`config.mk`:
```
export PLATFORM = sky130hd
export DESIGN_NAME = msg_event_queue_flat
export DESIGN_NICKNAME = d
export VERILOG_FILES = /design/src/rtl/msg_event_queue_pkg.sv /design/src/rtl/msg_event_queue_if.sv /design/src/rtl/msg_event_queue_fifo.sv /design/src/rtl/msg_event_queue.sv /design/src/flat_wrapper.sv
export SDC_FILE = /design/constraint.sdc
export NUM_CORES = 1
export LEC_CHECK = 0
export CAP_MARGIN = 20
export CORE_UTILIZATION = 40
export CTS_CLUSTER_SIZE = 10
export DETAILED_ROUTE_END_ITERATION = 6
export GPL_ROUTABILITY_DRIVEN = 0
export GPL_TIMING_DRIVEN = 1
export PLACE_DENSITY_LB_ADDON = 0.3
export SLEW_MARGIN = 20
export SYNTH_ARGS = -nofsm -noshare
export SYNTH_HDL_FRONTEND = slang
export SYNTH_HIERARCHICAL = 1
export SYNTH_SLANG_ARGS = --single-unit
```
`constraint.sdc`:
```
create_clock -name clk_50M -period 6.15 [get_ports clk_50M]
set_input_delay 0.615 -clock clk_50M [delete_from_list [all_inputs] [get_ports clk_50M]]
set_output_delay 0.615 -clock clk_50M [all_outputs]
set_load 0.005 [all_outputs]
```
`src/rtl/msg_event_queue_pkg.sv`:
```
// msg_unit_pkg: event type codes, unit sentinel and record field widths for the messaging path
// Record layout is {type[1:0], unit[2:0], block[2:0]}, built by make_rec.
package msg_unit_pkg;
  typedef enum logic [1:0] {EV_RSVD = 2'b00, EV_FAULT = 2'b01, EV_PICKUP = 2'b10, EV_DROP = 2'b11} ev_type_e;
  localparam int UNIT_W = 3;
  localparam int BLK_W = 3;
  localparam int REC_W = 2 + UNIT_W + BLK_W;
  localparam logic [UNIT_W-1:0] UNIT_NONE = 3'd7;
  function automatic logic [REC_W-1:0] make_rec(ev_type_e t, logic [UNIT_W-1:0] u, logic [BLK_W-1:0] b);
    return {t, u, b};
  endfunction
endpackage

```
`src/rtl/msg_event_queue_if.sv`:
```
// msg_event_queue_if: valid/ready byte stream carrying event records
// Ports: msg_data/msg_valid from source, msg_ready from consumer.
interface msg_event_queue_if;
  logic [7:0] msg_data;
  logic msg_valid;
  logic msg_ready;
  modport master(output msg_data, msg_valid, input msg_ready);
  modport slave(input msg_data, msg_valid, output msg_ready);
endinterface

```
`src/rtl/msg_event_queue_fifo.sv`:
```
// msg_fifo: synchronous show-ahead FIFO, writes rejected when full
// Ports: clk/rst_n, wr_en/wr_data, rd_en/rd_data (head, combinational), full, empty, count.
module msg_fifo #(
  parameter int DATA_W = 8,
  parameter int DEPTH = 8,
  localparam int AW = $clog2(DEPTH)
) (
  input  logic clk,
  input  logic rst_n,
  input  logic wr_en,
  input  logic [DATA_W-1:0] wr_data,
  input  logic rd_en,
  output logic [DATA_W-1:0] rd_data,
  output logic full,
  output logic empty,
  output logic [AW:0] count
);
  logic [DATA_W-1:0] mem [DEPTH];
  logic [AW-1:0] wp, rp;
  logic wr_ok, rd_ok;
  assign full = count == (AW+1)'(DEPTH);
  assign empty = count == '0;
  assign wr_ok = wr_en && !full;
  assign rd_ok = rd_en && !empty;
  // Stale memory is masked so the head reads 0 while empty.
  assign rd_data = empty ? '0 : mem[rp];
  always_ff @(posedge clk or negedge rst_n)
    if (!rst_n) begin
      wp <= '0;
      rp <= '0;
      count <= '0;
    end else begin
      if (wr_ok) wp <= wp + AW'(1);
      if (rd_ok) rp <= rp + AW'(1);
      count <= count + (AW+1)'(wr_ok) - (AW+1)'(rd_ok);
    end
  always_ff @(posedge clk)
    if (wr_ok) mem[wp] <= wr_data;
endmodule

```
`src/rtl/msg_event_queue.sv`:
```
// msg_event_queue: encodes fault/pick-up/drop edges into byte records, queues them and drives unit LEDs
// Ports: clk_50M, rst_n, unit_active, block_id, fault_detect, em_active, em_drop,
//        msg (record stream), fifo_count, drop_cnt, led_blue, led_green.
module msg_event_queue import msg_unit_pkg::*; #(
  parameter int NUM_UNITS = 3,
  parameter int ID_W = 2,
  parameter int FIFO_DEPTH = 8,
  parameter int LED_HOLD_CYC = 50_000_000
) (
  input  logic clk_50M,
  input  logic rst_n,
  input  logic [NUM_UNITS-1:0] unit_active,
  input  logic [ID_W-1:0] block_id,
  input  logic fault_detect,
  input  logic em_active,
  input  logic em_drop,
  msg_event_queue_if.master msg,
  output logic [$clog2(FIFO_DEPTH):0] fifo_count,
  output logic [7:0] drop_cnt,
  output logic [NUM_UNITS-1:0] led_blue,
  output logic [NUM_UNITS-1:0] led_green
);
  localparam int CW = $clog2(LED_HOLD_CYC + 1);
  logic [2:0] s1, s2, s3, armed, ev, pend, g;
  logic [1:0] warm;
  logic [UNIT_W-1:0] unit;
  logic [REC_W-1:0] cap [3];
  logic [REC_W-1:0] slot [3];
  logic [REC_W-1:0] wr_rec, rd_data;
  logic wr_en, full, empty;
  // Index 0 = fault, 1 = pick-up, 2 = drop throughout.
  always_ff @(posedge clk_50M or negedge rst_n)
    if (!rst_n) begin
      s1 <= '0;
      s2 <= '0;
      s3 <= '0;
      warm <= '0;
      armed <= '0;
    end else begin
      s1 <= {em_drop, em_active, fault_detect};
      s2 <= s1;
      s3 <= s2;
      warm <= {warm[0], 1'b1};
      armed <= armed | ({3{warm[1]}} & ~s2);
    end
  // An edge needs the synchronised level to have been seen low after reset,
  // so an input held high through reset release never fires.
  assign ev = s2 & ~s3 & armed;
  always_comb begin
    unit = UNIT_NONE;
    if ($onehot(unit_active))
      for (int i = 0; i < NUM_UNITS; i++)
        if (unit_active[i]) unit = UNIT_W'(i);
  end
  assign cap[0] = make_rec(EV_FAULT, unit, BLK_W'(block_id));
  assign cap[1] = make_rec(EV_PICKUP, unit, BLK_W'(block_id));
  assign cap[2] = make_rec(EV_DROP, unit, BLK_W'(block_id));
  assign g = {pend[2] & ~|pend[1:0], pend[1] & ~pend[0], pend[0]};
  assign wr_en = |pend;
  assign wr_rec = pend[0] ? slot[0] : pend[1] ? slot[1] : slot[2];
  // A fresh edge overrides the grant clear, so a same-cycle retrigger stays pending.
  always_ff @(posedge clk_50M or negedge rst_n)
    if (!rst_n) begin
      pend <= '0;
      for (int j = 0; j < 3; j++) slot[j] <= '0;
      drop_cnt <= '0;
    end else begin
      for (int j = 0; j < 3; j++)
        if (ev[j]) begin
          pend[j] <= 1'b1;
          slot[j] <= cap[j];
        end else if (g[j]) pend[j] <= 1'b0;
      if (wr_en && full && drop_cnt != 8'hFF) drop_cnt <= drop_cnt + 8'd1;
    end
  msg_fifo #(.DATA_W(REC_W), .DEPTH(FIFO_DEPTH)) u_fifo (
    .clk(clk_50M),
    .rst_n(rst_n),
    .wr_en(wr_en),
    .wr_data(wr_rec),
    .rd_en(msg.msg_ready),
    .rd_data(rd_data),
    .full(full),
    .empty(empty),
    .count(fifo_count)
  );
  assign msg.msg_data = rd_data;
  assign msg.msg_valid = !empty;
  for (genvar u = 0; u < NUM_UNITS; u++) begin : g_led
    logic [CW-1:0] cnt;
    logic grn;
    wire hit = unit == UNIT_W'(u);
    always_ff @(posedge clk_50M or negedge rst_n)
      if (!rst_n) begin
        cnt <= '0;
        grn <= 1'b0;
      end else begin
        cnt <= ev[0] && hit ? CW'(LED_HOLD_CYC) : cnt != '0 ? cnt - CW'(1) : cnt;
        grn <= ev[2] && hit ? 1'b0 : ev[1] && hit ? 1'b1 : grn;
      end
    assign led_blue[u] = cnt != '0;
    assign led_green[u] = grn;
  end
endmodule

```
`src/flat_wrapper.sv`:
```
// flat-port wrapper written by rule: the top's interface ports become plain ports
module msg_event_queue_flat import msg_unit_pkg::*;
#(
  parameter int NUM_UNITS = 3,
  parameter int ID_W = 2,
  parameter int FIFO_DEPTH = 8,
  parameter int LED_HOLD_CYC = 50_000_000
)
  (clk_50M, rst_n, unit_active, block_id, fault_detect, em_active, em_drop, fifo_count, drop_cnt, led_blue, led_green, msg_msg_data, msg_msg_valid, msg_msg_ready);
  msg_event_queue_if msg_i ();
  input  logic clk_50M;
  input  logic rst_n;
  input  logic [NUM_UNITS-1:0] unit_active;
  input  logic [ID_W-1:0] block_id;
  input  logic fault_detect;
  input  logic em_active;
  input  logic em_drop;
  output logic [$clog2(FIFO_DEPTH):0] fifo_count;
  output logic [7:0] drop_cnt;
  output logic [NUM_UNITS-1:0] led_blue;
  output logic [NUM_UNITS-1:0] led_green;
  output wire logic [$bits(msg_i.msg_data)-1:0] msg_msg_data;
  output wire logic [$bits(msg_i.msg_valid)-1:0] msg_msg_valid;
  input wire logic [$bits(msg_i.msg_ready)-1:0] msg_msg_ready;
  assign msg_msg_data = msg_i.msg_data;
  assign msg_msg_valid = msg_i.msg_valid;
  assign msg_i.msg_ready = msg_msg_ready;
  msg_event_queue #(.NUM_UNITS(NUM_UNITS), .ID_W(ID_W), .FIFO_DEPTH(FIFO_DEPTH), .LED_HOLD_CYC(LED_HOLD_CYC)) u_core (.clk_50M(clk_50M), .rst_n(rst_n), .unit_active(unit_active), .block_id(block_id), .fault_detect(fault_detect), .em_active(em_active), .em_drop(em_drop), .msg(msg_i), .fifo_count(fifo_count), .drop_cnt(drop_cnt), .led_blue(led_blue), .led_green(led_green));
endmodule
```
==> impl_results.md, run 1 <==
* Ys async rst share at 67.7%
* Wire per inst at 14.4 um
* CTS root buf: clkbuf_16
* Hold_buf cts at 0
* Simple-Gate Fraction of Synth Area at 20.1%
* Total number of vias at slightly above 6000
* Max-cap viol count at 0
* Sequential-to-total area share from yosys stat at 56.5%
* DRC Markers at 0
* Combinational family with the most area after synthesis: simple AND/OR/NAND/NOR gates
* Setup violators final at 0
* Die W at roughly 150 um
* Worst path slowest cell: clkdlybuf4s50_1
* Final WL at 17200 um
* Most common cell after layout, fill and taps aside: dfrtp_1
* Tot Pwr at about 0.0042 W
* Vias in the first global route at roughly 6000
* #FFs+latches synth at between 150 and 200
* Postcts setup bufs at 0
* Slew margin rel. at 30.2%
* Antenna Nets Post-Route at 0
* Minimum clock period after layout at ~3.6 ns
* Synth Flop Type: dfrtp_1
* Arr. time, crit path at between 2 and 3 ns
* CP Launch Type: flop
* P per Cell Area at 399 mW/mm^2
* Area delta synth->final at 13.3%
* Std-Cell Rows at 55
* Core area at 0.0228 mm^2
* Synth warn at 6
* First-pass GRT wire length at 29300 um
* Cell count after synthesis at 834
* Inserted Clock Buffers at 17
* Grt ovf at 0
* Unrepaired setup endpoints after global routing: false
* Gr usage total at 15.3%
* Crit-path leading delay family: simple AND/OR/NAND/NOR gates
* Vias per Instance at approximately 5
* Fillers at 2094
* TritonCTS clock tree: yes
* Worst Path Buf+Inv at 1
* Crit share post-route at about three fifths
* Final max-slew violation count at 0
* Leakage power at ~4.0 nW
* EDFF count, synth at 64
* Most frequent cells in the layout: 133 x dfrtp_1, 90 x nand2_1, 68 x nor2_1, 64 x edfxtp_1, 41 x mux2i_1
* Die height at 155 um
* Largest stage delay on the critical path at 0.58 ns
* Cell area after synthesis at 0.00934 mm^2
* Max Fclk at 278 MHz
* CP cell instances: or4_4, nor2_1, nand3_1, clkdlybuf4s50_1
* Multiplexer share of the synthesized area at 4.76%
* CTS clk-pin slew, worst paths at 0.07 ns
* Compound-Gate Fraction of Synth Area at roughly 8.9%
* Clock Latency Late Sink at between 0.4 and 0.5 ns
* Fraction of layout cells with a size suffix above 1 at ~7.9%
* Final hold violations at 0
* Adder-cell share of the synthesized area at approximately 2.0%
* Crit path required time at ~5.5 ns
* Syn avg cell area at 11.2 um^2
* CP Capture Type: output pin
* 1st-iter DRT viols at approximately 370
* Initial antenna violation count at 0
* Status: finished, final reports clean
* DP HPWL at 11600 um
* Net count reported at finish at 893
* XOR/XNOR share of the synthesized area at 4.69%
* Unique masters post-synth at 69
* Diodes inserted at 0
* Max Root-Sink Buffers at 2
* Pre-antenna DRT Iters at 4
* Worst-Margin Slew at 1.04 ns
* Htree depth at 4
* CP max FO at 12
* Min-Delay Path Class: primary input to async pin
* DIE AREA at 0.0240 mm^2
* Critical setup path kind: flop to output pin
* Io pins at 38
* Peak VDD IR at 247 uV
* Port bufs at 37
* Setup TNS at 0 ns
* CTS resizes at 0
* Fin Clk Skew at 0.0144 ns
* Initial Util at between 40% and 50%
* Largest net degree at the start of global routing at 82
* Clk sinks at 198
[layout make-up]
| cell class | count | area [um^2] | area share, % |
|---|---|---|---|
| repair buffers | 40 | 394 | 3.72 |
| multi-input cells | 588 | 3830 | 36.1 |
| flip-flops and latches | 198 | 5280 | 49.8 |
| clock buffers | 21 | 485 | 4.59 |
| clock inverters | 11 | 125 | 1.18 |
| inverters | 23 | 86.3 | 0.816 |
| well taps | 313 | 392 | 3.70 |
[synth_stat cells, drive strengths merged, types with 12 or more instances]
master	count	share of area, %
nor2	68	2.7
nand2	91	3.7
dfrtp	134	36
edfxtp	64	21
o21ai	29	1.6
nor3	40	2.7
nand2b	15	1.0
and4	13	1.2
clkbuf	18	0.72
inv	22	0.88
ha	12	1.6
a21oi	34	1.8
nor4	16	1.1
nand4	14	0.94
mux2i	41	4.4
xor2	12	1.1
buf	14	1.3
xnor2	38	3.6
nand3	17	0.91
a22o	16	1.5
[state kept, by name, summed over array words and instances, names as in the netlist, 4 cells and up]
| name | count |
|---|---|
| u_core/g_led.cnt | 78 |
| u_core/u_fifo/mem | 64 |
| u_core/slot | 18 |
| u_core/drop_cnt | 8 |
| u_core/u_fifo/count | 4 |
[cells by family (layout without fill, tap and decap cells)]
logic type,count (synthesis),count (layout)
AO/OA/AOI/OAI,128,128
XOR/XNOR,50,50
adder cells (fa/ha/maj),14,14
buffers and inverters,55,95
flip-flops,198,198
multiplexers,44,44
other,2,9
AND/OR/NAND/NOR,343,343
[where the power goes]
part / switching [W] / internal [W] / total [W]
registers: 0.000287 / 0.00167 / 0.00195
clock network: 0.000507 / 0.000626 / 0.00113
logic: 0.000545 / 0.000592 / 0.00114
total: 0.00134 / 0.00288 / 0.00422
[metal layers]
metal / vias up / track usage [%] / wire length, um / share of wire (%)
li1: 3086 / - / - / -
met1: 2966 / 21.5 / 8800 / 51
met2: 72 / 24.2 / 7930 / 46
met3: 7 / 3.11 / 377 / 2.2
met4: 0 / 4.05 / 94 / 0.55
met5: - / 0 / 0 / 0
[metrics by stage]
| step | instances | cell area [um^2] | util [%] | setup slack [ns] | hold WS [ns] |
|---|---|---|---|---|---|
| 2_1_floorplan | 841 | 9370 | - | 3.76 | 0.319 |
| 3_3_place_gp | 1162 | 9970 | 43.8 | 2.85 | 0.333 |
| 3_5_place_dp | 1162 | 9970 | 43.8 | 2.76 | 0.337 |
| 4_1_cts | 1194 | 10600 | 46.4 | 2.51 | 0.259 |
| 5_1_grt | 1194 | 10600 | 46.5 | 2.31 | 0.294 |
| 6_report | 1194 | 10600 | 46.5 | 2.55 | 0.216 |
[final timing paths]
path,slack [ns],cells after the start,from,end
hold reg to reg,0.35,0,u_core/s1[1],u_core/s2[1]
min in group clk_50M,0.35,0,u_core/s1[1],u_core/s2[1]
setup / recovery,2.55,4,u_core/g_led[2].cnt[21],led_blue[2]
hold / removal,0.22,1,rst_n,u_core/g_led[2].cnt[15]
setup reg to reg,3.19,10,u_core/u_fifo/count[2],u_core/u_fifo/count[2]
max in group asynchronous,4.74,2,rst_n,u_core/g_led[1].grn
Note: power is estimated with default switching activity, not from simulation.
==> inputs of run 2 (changes only) <==
clock period = 3.55 ns   (was 6.15 ns; I/O delays follow)
==> impl_results.md, run 2 (synthesis results as in run 1) <==
* Final WL at ~18000 um
* Multi-input logic area at approximately 0.0038 mm^2
* Largest net degree at the start of global routing at 71
* Clock Latency Late Sink at 0.44 ns
* Worst setup path start: u_core/g_led[0].cnt[0]
* Std-Cell Rows at 55
* Htree depth at 4
* R2r worst-path depth at 11
* Grt ovf at 0
* CP Capture Type: output pin
* Min-Delay Path Class: flop to flop
* Pre-antenna DRT Iters at 5
* DP HPWL at about 12000 um
* CP max FO at 17
* Minimum clock period after layout at 3.12 ns
* Crit path required time at 3.19 ns
* Peak VDD IR at about 340 uV
* Status: finished, final reports clean
* Unrepaired setup endpoints after global routing: false
* Port bufs at 37
* Area delta synth->final at 13.7%
* Fin Clk Skew at 0.0146 ns
* Io pins at 38
* DIE AREA at 0.0240 mm^2
* Vias in the first global route at between 5000 and 6000
* Leakage power at 3.99 nW
* Fillers at 2099
* Total number of vias at 6226
* Gr usage total at 15.8%
* Fraction of layout cells with a size suffix above 1 at 8.92%
* Initial Util at around two fifths
* Crit share post-route at approximately 88%
* Inserted Clock Buffers at 17
* Setup TNS at 0 ns
* Postcts setup bufs at 0
* Core area at approximately 0.023 mm^2
* Fin Hold WS at 0.349 ns
* Final max-slew violation count at 0
* Worst r2r src: u_core/u_fifo/count[2]
* Die height at 155 um
* CTS clk-pin slew, worst paths at 0.07 ns
* Worst-Margin Slew at 0.944 ns
* Max-cap viol count at 0
* Initial antenna violation count at 0
* 1st-iter DRT viols at approximately 420
* Most frequent cells in the layout: 133 x dfrtp_1, 90 x nand2_1, 68 x nor2_1, 64 x edfxtp_1, 41 x mux2i_1
* CTS root buf: clkbuf_16
* CTS resizes at 0
* Final hold violations at 0
* Max reg flops at between 70 and 80
* Critical setup path kind: flop to output pin
* Net count reported at finish at 909
* TritonCTS clock tree: yes
* Arr. time, crit path at around 2.8 ns
* Hold_buf cts at 1
* Reg2Reg Setup Slack at 1.09 ns
* Wire per inst at 14.6 um
* Diodes inserted at 0
* Setup violators final at 0
* P per Cell Area at a little under 700 mW/mm^2
* Setup crit end: led_blue[0]
* R2R Path End: u_core/u_fifo/count[2]
* CP Launch Type: flop
* Slew margin rel. at 36.4%
* First-pass GRT wire length at 30100 um
* Largest registers: u_core/g_led.cnt (78), u_core/u_fifo/mem (64), u_core/slot (18)
* Most common cell after layout, fill and taps aside: dfrtp_1
* Vias per Instance at 5.15
* Max Root-Sink Buffers at 2
* Max Fclk at approximately 320 MHz
* Die W at 155 um
* Antenna Nets Post-Route at 0
* Register area at 0.00528 mm^2
* Biggest register: u_core/g_led.cnt
* Clk sinks at 198
* DRC Markers at 0
## run 2: cell types whose count changed in the layout (fill, tap and decap cells not counted), moves of 2 or more
cell      before  now
clkbuf_1       0    4
clkbuf_8       2    0
clkinv_4       3    1
buf_4          3   18
## run 2: power by group
group | internal, W | leakage [nW] | switching (W)
Clock | 0.000915 | 0.255 | 0.000858
Sequential | 0.00289 | 2.07 | 0.000464
Combinational | 0.00105 | 1.66 | 0.000982
Total | 0.00485 | 3.99 | 0.00230
## run 2: per-layer routing
layer  global-route usage (%)  vias up  routed length [um]
met5                        0        -                   0
met4                     5.33        0                 223
met3                     2.72       16                 506
met2                     24.5       96                8150
met1                     22.4     2995                8800
li1                         -     3119                   -
## run 2: worst min-delay path by stage
stage | to | slack [ns] | startpoint | cells after the start
final | u_core/s2[2] | 0.35 | u_core/s1[2] | 0
after global routing | u_core/s1[1] | 0.35 | em_active | 1
after CTS | u_core/s1[2] | 0.34 | em_drop | 1
after detailed placement | u_core/s2[1] | 0.34 | u_core/s1[1] | 0
after global placement | u_core/s2[1] | 0.33 | u_core/s1[1] | 0
after floorplan | u_core/armed[0] | 0.06 | rst_n | 0
## run 2: area by class of cell
class                           count  area share, %
Sequential cell                   198           49.7
Multi-Input combinational cell    588           36.0
Timing Repair Buffer               56           4.86
Clock buffer                       21           4.15
Tap cell                          313           3.69
Clock inverter                     11          0.860
Inverter                           23          0.813
## run 2: per-stage QoR
stage          worst slack, ns  area, um^2  utilization, %  instances  total power [W]
6_report                 0.430       10600            46.6       1210          0.00715
5_1_grt                  0.138       10600            46.6       1210          0.00765
4_1_cts                  0.400       10600            46.6       1210          0.00725
3_5_place_dp             0.574       10100            44.3       1177          0.00545
3_3_place_gp             0.689       10100            44.3       1177          0.00539
2_1_floorplan             1.31        9370               -        841          0.00475
## run 2: worst max-delay path, stage by stage, from the launching register on
cell             delay [ns]
dfrtp_1                0.41
inv_1                  0.09
ha_1                   0.22
nor4b_2                0.37
nand3_1                0.29
nor3_2                 0.17
buf_4                  0.18
inv_2                  0.13
clkdlybuf4s50_1        0.47
